[src/rtl/button_conditioner.sv]
// Pushbutton conditioner: per-button synchronizer and debounce FSM, then a
// fixed-priority winner (R > L > U > D) that drives one-cycle move strobes
// with an auto-repeat cadence while the winning button stays held.
module button_conditioner #(
    parameter int DB_COUNT      = 500000,
    parameter int REPEAT_DELAY  = 50000000,
    parameter int REPEAT_PERIOD = 10000000
) (
    input  logic       clk,
    input  logic       rst,
    input  logic       btnR,
    input  logic       btnL,
    input  logic       btnU,
    input  logic       btnD,
    output logic [3:0] db_level,
    output logic       right,
    output logic       left,
    output logic       up,
    output logic       down,
    output logic       any_held
);

    localparam int CW = 26;
    localparam logic [CW-1:0] DB_LAST     = CW'(DB_COUNT - 1);
    localparam logic [CW-1:0] DELAY_LAST  = CW'(REPEAT_DELAY - 1);
    localparam logic [CW-1:0] PERIOD_LAST = CW'(REPEAT_PERIOD - 1);

    typedef enum logic [1:0] {
        S_IDLE,
        S_PRESS_WAIT,
        S_HELD,
        S_RELEASE_WAIT
    } state_t;

    typedef enum logic [2:0] {
        W_NONE,
        W_D,
        W_U,
        W_L,
        W_R
    } winner_t;

    // Channel index: 3=R, 2=L, 1=U, 0=D (matches db_level bit order).
    logic [3:0]    raw;
    logic [3:0]    sync1_q, sync2_q;
    state_t        state_q [4];
    state_t        state_d [4];
    logic [CW-1:0] count_q [4];
    logic [CW-1:0] count_d [4];
    logic [3:0]    level_d;
    winner_t       winner_q, winner_d;
    logic [CW-1:0] timer_q, timer_d;
    logic          first_q, first_d;
    logic [3:0]    strobe_d, strobe_q;
    logic [3:0]    db_level_q;
    logic          any_held_q;

    assign raw = {btnR, btnL, btnU, btnD};

    // Two-flop synchronizer on every raw button.
    always_ff @(posedge clk) begin
        // NOTE: non-blocking assignments make each flop take its pre-edge input, so the two stages really delay by two edges.
        if (!rst) begin
            sync1_q <= '0;
            sync2_q <= '0;
        end else begin
            sync1_q <= raw;
            sync2_q <= sync1_q;
        end
    end

    // Debounce FSM state and stability counter per channel.
    always_ff @(posedge clk) begin
        // NOTE: these four-entry arrays are plain flops rather than a RAM, so they take the reset like any other register.
        if (!rst) begin
            for (int i = 0; i < 4; i++) begin
                state_q[i] <= S_IDLE;
                count_q[i] <= '0;
            end
        end else begin
            for (int i = 0; i < 4; i++) begin
                state_q[i] <= state_d[i];
                count_q[i] <= count_d[i];
            end
        end
    end

    // Next debounce state: a level change needs DB_COUNT+1 agreeing samples.
    always_comb begin
        for (int i = 0; i < 4; i++) begin
            // NOTE: hold-current defaults on every path keep this block free of inferred latches.
            state_d[i] = state_q[i];
            count_d[i] = count_q[i];
            unique case (state_q[i])
                S_IDLE: begin
                    if (sync2_q[i]) begin
                        state_d[i] = S_PRESS_WAIT;
                        count_d[i] = '0;
                    end
                end
                S_PRESS_WAIT: begin
                    if (!sync2_q[i]) begin
                        state_d[i] = S_IDLE;
                        count_d[i] = '0;
                    end else if (count_q[i] == DB_LAST) begin
                        state_d[i] = S_HELD;
                        count_d[i] = '0;
                    end else begin
                        count_d[i] = count_q[i] + CW'(1);
                    end
                end
                S_HELD: begin
                    if (!sync2_q[i]) begin
                        state_d[i] = S_RELEASE_WAIT;
                        count_d[i] = '0;
                    end
                end
                S_RELEASE_WAIT: begin
                    if (sync2_q[i]) begin
                        state_d[i] = S_HELD;
                        count_d[i] = '0;
                    end else if (count_q[i] == DB_LAST) begin
                        state_d[i] = S_IDLE;
                        count_d[i] = '0;
                    end else begin
                        count_d[i] = count_q[i] + CW'(1);
                    end
                end
                default: begin
                    state_d[i] = S_IDLE;
                    count_d[i] = '0;
                end
            endcase
        end
    end

    // Debounced level each channel will show after this edge.
    always_comb begin
        level_d = '0;
        for (int i = 0; i < 4; i++) begin
            level_d[i] = (state_d[i] == S_HELD) || (state_d[i] == S_RELEASE_WAIT);
        end
    end

    // Highest-priority held channel after this edge.
    always_comb begin
        winner_d = W_NONE;
        if (level_d[3])      winner_d = W_R;
        else if (level_d[2]) winner_d = W_L;
        else if (level_d[1]) winner_d = W_U;
        else if (level_d[0]) winner_d = W_D;
    end

    // Strobe and repeat timer: immediate strobe on a new winner, then DELAY, then PERIOD.
    always_comb begin
        timer_d  = timer_q;
        first_d  = first_q;
        strobe_d = '0;
        if (winner_d == W_NONE) begin
            timer_d = '0;
            first_d = 1'b1;
        end else if (winner_d != winner_q) begin
            timer_d = '0;
            first_d = 1'b1;
            strobe_d[winner_d - W_D] = 1'b1;
        end else if (timer_q == (first_q ? DELAY_LAST : PERIOD_LAST)) begin
            timer_d = '0;
            first_d = 1'b0;
            strobe_d[winner_d - W_D] = 1'b1;
        end else begin
            timer_d = timer_q + CW'(1);
        end
    end

    // Output registers plus winner and repeat-timer state.
    always_ff @(posedge clk) begin
        if (!rst) begin
            db_level_q <= '0;
            strobe_q   <= '0;
            any_held_q <= 1'b0;
            winner_q   <= W_NONE;
            timer_q    <= '0;
            first_q    <= 1'b1;
        end else begin
            db_level_q <= level_d;
            strobe_q   <= strobe_d;
            any_held_q <= |level_d;
            winner_q   <= winner_d;
            timer_q    <= timer_d;
            first_q    <= first_d;
        end
    end

    assign db_level                = db_level_q;
    assign {right, left, up, down} = strobe_q;
    assign any_held                = any_held_q;

endmodule
[config.mk]
export PLATFORM = sky130hd
export DESIGN_NAME = button_conditioner
export DESIGN_NICKNAME = d
export VERILOG_FILES = /design/src/rtl/button_conditioner.sv
export SDC_FILE = /design/constraint.sdc
export NUM_CORES = 1
export LEC_CHECK = 0
export CORE_UTILIZATION = 62
export DETAILED_ROUTE_END_ITERATION = 10
export GPL_TIMING_DRIVEN = 0
export MAX_ROUTING_LAYER = met4
export PLACE_DENSITY = 0.79
export SYNTH_ARGS = -nofsm -noshare
export SYNTH_HDL_FRONTEND = slang
export SYNTH_SLANG_ARGS = --single-unit
[constraint.sdc]
create_clock -name clk -period 2.8 [get_ports clk]
set_clock_uncertainty 0.05 [all_clocks]
set_input_delay 0.42 -clock clk [delete_from_list [all_inputs] [get_ports clk]]
set_output_delay 0.42 -clock clk [all_outputs]
set_load 0.03 [all_outputs]
==> metrics.txt, run 1 <==
register area share after synthesis 39.9%; CTS tree done; routed wire length 18.6 mm; Core Region 0.0123 sq mm; CTS Root Cell clkbuf_16; GP Congestion 0.863; Critical Path Sink Type register; startpoint types register; Reg clk slew, reported paths 0.06 ns; filler cell count 907; area of the multi-input gates 0.00466 sq mm; synthesized area 0.00793 sq mm; CTS buffer count 17; number of routed nets with antenna violations 0; Total Power 5.56 mW; CP arrival 3.03 ns; Reg-to-Reg Start count_q[2][20]$_SDFFE_PN0P_; Max Freq 362 MHz; Die Wd 115 um; pwr/cell area 606 mW/mm^2; min-delay worst type register to register; Critical Path Start count_q[2][20]$_SDFFE_PN0P_; min Tclk post-route 2.76 ns; worst hold slack 0.379 ns; post-route setup slack 0.0402 ns; Yosys reg bits 158; Setup Viol. Count Final 0; Setup crit end timer_q[24]$_SDFF_PP0_; Die Y 115 um; starting density of the core 64.7%; Register Area 0.00318 sq mm; final hold violations 0; share of layout cells above drive strength 1 11.6%; dpl cells 1145; die area 0.0133 sq mm; Synth Area per Inst 8.24 sq um; # rows 40; placed cell areas 0.00828 sq mm; RSZ-0062 raised after global routing yes; PortBufs 14; Slew Limit Fails 0; drt via density 6.03; R2R depth 9; Final nets 1027; cell count after synthesis 963; CTS Buffer Depth 2; DR vias 7165; worst-path fanout max 9; TritonRoute pass-1 iters 5; number of global-route vias before repair 6479; Mapped Nets 982; # clock sinks 158; DR WL/cell 15.6 um; H-Tree Depth 4; status complete, no violations; flop2flop setup slack 0.04 ns; drt first-iter violations 758; Pleak 3.20 nW; CP Data Required Time 3.07 ns; Slew HR 50.1%; slew at the pin closest to its max-slew limit 0.743 ns; Total GRT Usage 29.9%; global route overflow 0; Non-Filler Instances 1188; clock latency on the worst-skew pair 0.43 ns; Post-synth EDFFs 0; fin crit share 98.6%; # IOs 15; cell area after layout 0.00918 sq mm; largest net degree at the start of global routing 17; DP HPWL 12.0 mm; Yosys warnings 0; drt drc 0; Worst VDD drop 0.514 mV; Async SR Flop Fraction 0%; Main synth FF type dfxtp_1; first-pass GRT wire length 30.4 mm; synthesis-to-layout area growth 15.7%; critical path class register to register; Synth cell types 76; r2r endpoint timer_q[24]$_SDFF_PP0_; number of max-cap violations 0; initial antenna violation count 0; Diodes inserted 0; Setup Slack @ Placement -0.149 ns
[metrics by stage]
stage	setup TNS [ns]	utilization, %
after global placement	-1.69	67.6
after detailed placement	-2.24	67.6
final	0	74.8
after floorplan	0	-
after CTS	0	72.9
after global routing	-1.15	74.8
[per-layer routing]
| metal | wire length, um | GRT usage [%] | vias to the layer above | share of wire (%) |
|---|---|---|---|---|
| met5 | 0 | - | - | 0 |
| met4 | 269 | 10.6 | 0 | 1.4 |
| met3 | 890 | 7.54 | 27 | 4.8 |
| met2 | 8720 | 45.3 | 179 | 47 |
| met1 | 8690 | 38.7 | 3413 | 47 |
| li1 | - | - | 3546 | - |
[layout make-up]
class / count / area share (%)
buffer: 46 / 2.69
clock buffer: 25 / 5.29
clock inverter: 6 / 1.17
inverter: 12 / 0.491
multi-input combinational: 747 / 50.8
sequential: 158 / 34.6
tap: 168 / 2.29
timing repair buffer: 26 / 2.63
[worst max-delay path, stage by stage, from the launching register on]
cell	delay (ns)
dfxtp_4	0.36
nor4_4	0.28
nand4_1	0.23
or4_4	0.57
and3_4	0.20
buf_6	0.13
a41o_1	0.26
a31oi_4	0.29
buf_4	0.22
nor3_1	0.06
[state kept, by name (all words and copies together), names as in the netlist, 3 cells and up]
signal,count
db_level,3
strobe_q,4
state_q,8
winner_q,3
sync1_q,4
count_q,104
sync2_q,4
timer_q,26
[kinds of logic after synthesis]
family	share of synthesized area, %
xor+xnor	8.06
fa+ha+maj	2.05
flops	39.9
buf+inv	3.44
compound gates	13.2
mux	0.126
simple gates	33.2
[synth_stat cells, types with 4 or more instances]
| master | number | area [sq um] |
|---|---|---|
| nand4b_1 | 4 | 35.0 |
| and2_1 | 18 | 113 |
| nor4_1 | 15 | 93.8 |
| dfxtp_1 | 158 | 3160 |
| xnor2_1 | 29 | 254 |
| nor3_2 | 8 | 80.1 |
| buf_6 | 4 | 45.0 |
| nand3_1 | 50 | 250 |
| inv_1 | 11 | 41.3 |
| and3_1 | 26 | 163 |
| ha_1 | 13 | 163 |
| nor3b_1 | 4 | 30.0 |
| o211a_1 | 5 | 50.1 |
| nor3_1 | 38 | 190 |
| nor4b_1 | 7 | 61.3 |
| or3_1 | 11 | 68.8 |
| or2_2 | 4 | 25.0 |
| a21o_1 | 5 | 37.5 |
| o21ai_0 | 34 | 170 |
| a211oi_1 | 5 | 37.5 |
| a22oi_1 | 4 | 30.0 |
| a31oi_1 | 14 | 87.6 |
| nand4_1 | 36 | 225 |
| or4_1 | 6 | 45.0 |
| xor2_1 | 44 | 385 |
| nor2_1 | 137 | 514 |
| nand2_1 | 100 | 375 |
| buf_2 | 6 | 30.0 |
| a21oi_1 | 45 | 225 |
| a311oi_1 | 8 | 70.1 |
| clkbuf_1 | 30 | 113 |
| nand3b_1 | 4 | 30.0 |
| and4_1 | 15 | 131 |
[layout by cell type, fill, tap and decap left out, types with 5 or more instances in the layout]
master | synthesis | layout
a211oi_1 | 5 | 5
a21o_1 | 5 | 5
a21oi_1 | 45 | 45
a311oi_1 | 8 | 7
a31oi_1 | 14 | 14
and2_1 | 18 | 18
and3_1 | 26 | 25
and4_1 | 15 | 15
buf_4 | 1 | 12
buf_6 | 4 | 6
clkbuf_1 | 30 | 32
clkbuf_16 | 0 | 17
clkbuf_2 | 2 | 6
clkdlybuf4s50_1 | 0 | 14
dfxtp_1 | 158 | 150
dfxtp_2 | 0 | 7
ha_1 | 13 | 11
inv_1 | 11 | 11
nand2_1 | 100 | 100
nand3_1 | 50 | 50
nand4_1 | 36 | 36
nor2_1 | 137 | 136
nor3_1 | 38 | 38
nor3_2 | 8 | 8
nor4_1 | 15 | 10
o21ai_0 | 34 | 34
or3_1 | 11 | 10
or4_1 | 6 | 5
xnor2_1 | 29 | 29
xor2_1 | 44 | 44
[power by group]
group          internal (mW)  switching (mW)
registers               2.29          0.0519
logic                  0.351           0.509
clock network           1.47           0.885
[how the worst min path moves through the flow]
stage / from / to / slack, ns / depth (start not counted)
floorplan: sync1_q[0]$_SDFF_PN0_ / sync2_q[0]$_SDFF_PN0_ / 0.36 / 1
global placement: sync1_q[1]$_SDFF_PN0_ / sync2_q[1]$_SDFF_PN0_ / 0.36 / 1
detailed placement: sync1_q[0]$_SDFF_PN0_ / sync2_q[0]$_SDFF_PN0_ / 0.37 / 1
CTS: sync1_q[0]$_SDFF_PN0_ / sync2_q[0]$_SDFF_PN0_ / 0.38 / 1
global route: sync1_q[0]$_SDFF_PN0_ / sync2_q[0]$_SDFF_PN0_ / 0.40 / 1
finish: sync1_q[0]$_SDFF_PN0_ / sync2_q[0]$_SDFF_PN0_ / 0.38 / 1
[repair_timing]
| item | 4_1_cts | 5_1_grt |
|---|---|---|
| setup endpoints to repair | 26 | 75 |
| hold buffers | 0 | 0 |
| resized for setup | 4 | 57 |
| buffers inserted | 5 | 5 |
| pin swaps | 2 | 4 |
| cloned | 0 | 2 |
Power figures use the tool's default switching activity.
==> run 2, diff against run 1 <==
Settings changed: SLEW_MARGIN set to 20.
==> results of run 2 <==
No change in the layout: final DEF, timing and power equal those of run 1.
==> run 3, diff against run 2 <==
Settings changed: ABC_AREA set to 0, GPL_TIMING_DRIVEN 0 to unset.
==> metrics.txt, run 3 (synthesis results as in run 1) <==
status complete, no violations; Die Y 115 um (unchanged); Max Freq 370 MHz (+2.1%); CTS Root Cell clkbuf_16; final hold violations 0 (unchanged); Setup Viol. Count Final 0 (unchanged); CTS buffer count 17 (unchanged); starting density of the core 64.7% (unchanged); Pleak 3.30 nW (+2.9%); RSZ-0062 raised after global routing yes; Reg clk slew, reported paths 0.06 ns (about the same); Slew Limit Fails 0 (unchanged); GP Congestion 0.869 (+0.72%); CTS Buffer Depth 2 (unchanged); Core Region 0.0123 sq mm (unchanged); Critical Path Sink Type register; DR vias 7167 (+0.028%); synthesis-to-layout area growth 15.7% (about the same); die area 0.0133 sq mm (unchanged); Diodes inserted 0 (unchanged); TritonRoute pass-1 iters 6 (+1); CP arrival 2.96 ns (-0.07 ns); clock latency on the worst-skew pair 0.43 ns (about the same); Die Wd 115 um (unchanged); Reg with most FFs count_q; # rows 40 (unchanged); first-pass GRT wire length 30.5 mm (+0.34%); fin crit share 96.6% (-2.0 points); Top Registers count_q: 104 flops, timer_q: 26 flops, state_q: 8 flops; worst-path fanout max 27 (+18); min-delay worst type register to register; Reg-to-Reg Start count_q[2][6]$_SDFFE_PN0P_; PortBufs 14 (unchanged); hold bufs inserted after CTS 0 (unchanged); Largest register FFs 104 (unchanged); routed wire length 18.1 mm (-2.6%); largest net degree at the start of global routing 36 (+19); post-route setup slack 0.0961 ns (+0.0560 ns); drt drc 0 (unchanged); startpoint types register; Setup crit end timer_q[19]$_SDFF_PP0_; Non-Filler Instances 1189 (+0.084%); Total Power 5.34 mW (-3.9%); dpl cells 1154 (+0.79%); Total GRT Usage 29.8% (-0.11 points); drt via density 6.03 (about the same); R2R depth 9 (unchanged); CTS tree done; Critical Path Start count_q[2][6]$_SDFFE_PN0P_; # IOs 15 (unchanged); # clock sinks 158 (unchanged); min Tclk post-route 2.70 ns (-0.0560 ns); Core Util, Final 74.9% (about the same); pwr/cell area 582 mW/mm^2 (-4.0%); Final nets 1031 (+0.39%); global route overflow 0 (unchanged); number of global-route vias before repair 6478 (-0.015%); CP Data Required Time 3.06 ns (about the same); share of layout cells above drive strength 1 12.7% (+1.2 points); flop2flop setup slack 0.1 ns (+0.06 ns); critical path class register to register; Setup Slack @ Placement -0.0952 ns (+0.0536 ns); Worst VDD drop 0.514 mV (-0.11%); Slew HR 51.6% (+1.5 points); r2r endpoint timer_q[19]$_SDFF_PP0_; initial antenna violation count 0 (unchanged); DP HPWL 11.7 mm (-2.5%); commonest cells after routing, fill and taps aside dfxtp_1 (158), nor2_1 (137), nand2_1 (100), buf_4 (57), nand3_1 (50); slew at the pin closest to its max-slew limit 0.723 ns (-0.0204 ns); number of routed nets with antenna violations 0 (unchanged); H-Tree Depth 4 (unchanged); DR WL/cell 15.2 um (-2.7%); number of max-cap violations 0 (unchanged); commonest non-fill, non-tap cell in the layout dfxtp_1; drt first-iter violations 585 (-23%)
==> run 3: cell types whose count changed in the layout (fill, tap and decap cells not counted), sizes merged <==
cell     delta
buf        +38
clkbuf     -41
bufinv      -1
o2111ai     +1
clkinv      +4
==> run 3: layout make-up <==
class / count / area [sq um]
Timing Repair Buffer: 75 / 648
Multi-Input combinational cell: 748 / 4580
Inverter: 12 / 45.0
Tap cell: 168 / 210
Fill cell: 907 / 3080
Sequential cell: 158 / 3160
Clock inverter: 9 / 97.6
Clock buffer: 19 / 443
==> run 3: routing by layer <==
layer / track usage [%] / up-vias / part of all wire, %
met5: - / - / 0
met4: 10.1 / 0 / 1.6
met3: 6.59 / 28 / 4.3
met2: 45.8 / 185 / 46
met1: 38.7 / 3384 / 48
li1: - / 3570 / -
==> run 3: power by group <==
group | total (mW) | switching, mW | internal, mW
Combinational | 0.839 | 0.504 | 0.335
Sequential | 2.34 | 0.0492 | 2.30
Clock | 2.16 | 0.855 | 1.30
==> run 3: repair_timing <==
action	4_1_cts	5_1_grt
setup endpoints to repair	27	28
cloned	1	0
resized for setup	4	10
pin swaps	1	2
setup buffers	5	1
==> run 3: worst max-delay path: stages (launching register included) <==
cell and delay [ns]:
dfxtp_1 0.33, nor4b_2 0.31, nand4_1 0.21, or4_4 0.57, and3_1 0.24, buf_4 0.16
a41o_1 0.26, a31oi_4 0.17, buf_12 0.20, nor3_1 0.08
==> run 3: worst min-delay path by stage <==
stage	to	from	depth (start not counted)	slack, ns
floorplan	sync2_q[0]$_SDFF_PN0_	sync1_q[0]$_SDFF_PN0_	1	0.36
global placement	sync2_q[3]$_SDFF_PN0_	sync1_q[3]$_SDFF_PN0_	1	0.36
detailed placement	sync2_q[3]$_SDFF_PN0_	sync1_q[3]$_SDFF_PN0_	1	0.37
CTS	sync2_q[3]$_SDFF_PN0_	sync1_q[3]$_SDFF_PN0_	1	0.38
global route	sync2_q[3]$_SDFF_PN0_	sync1_q[3]$_SDFF_PN0_	1	0.40
finish	sync2_q[3]$_SDFF_PN0_	sync1_q[3]$_SDFF_PN0_	1	0.38
==> run 3: stage by stage <==
stage | cell area [sq um] | TNS [ns] | hold slack [ns]
after floorplan | 7930 | 0 | 0.362
after global placement | 8490 | -1.10 | 0.364
after detailed placement | 8490 | -1.88 | 0.372
after CTS | 9140 | 0 | 0.380
after global routing | 9180 | -0.0220 | 0.403
final | 9180 | 0 | 0.377
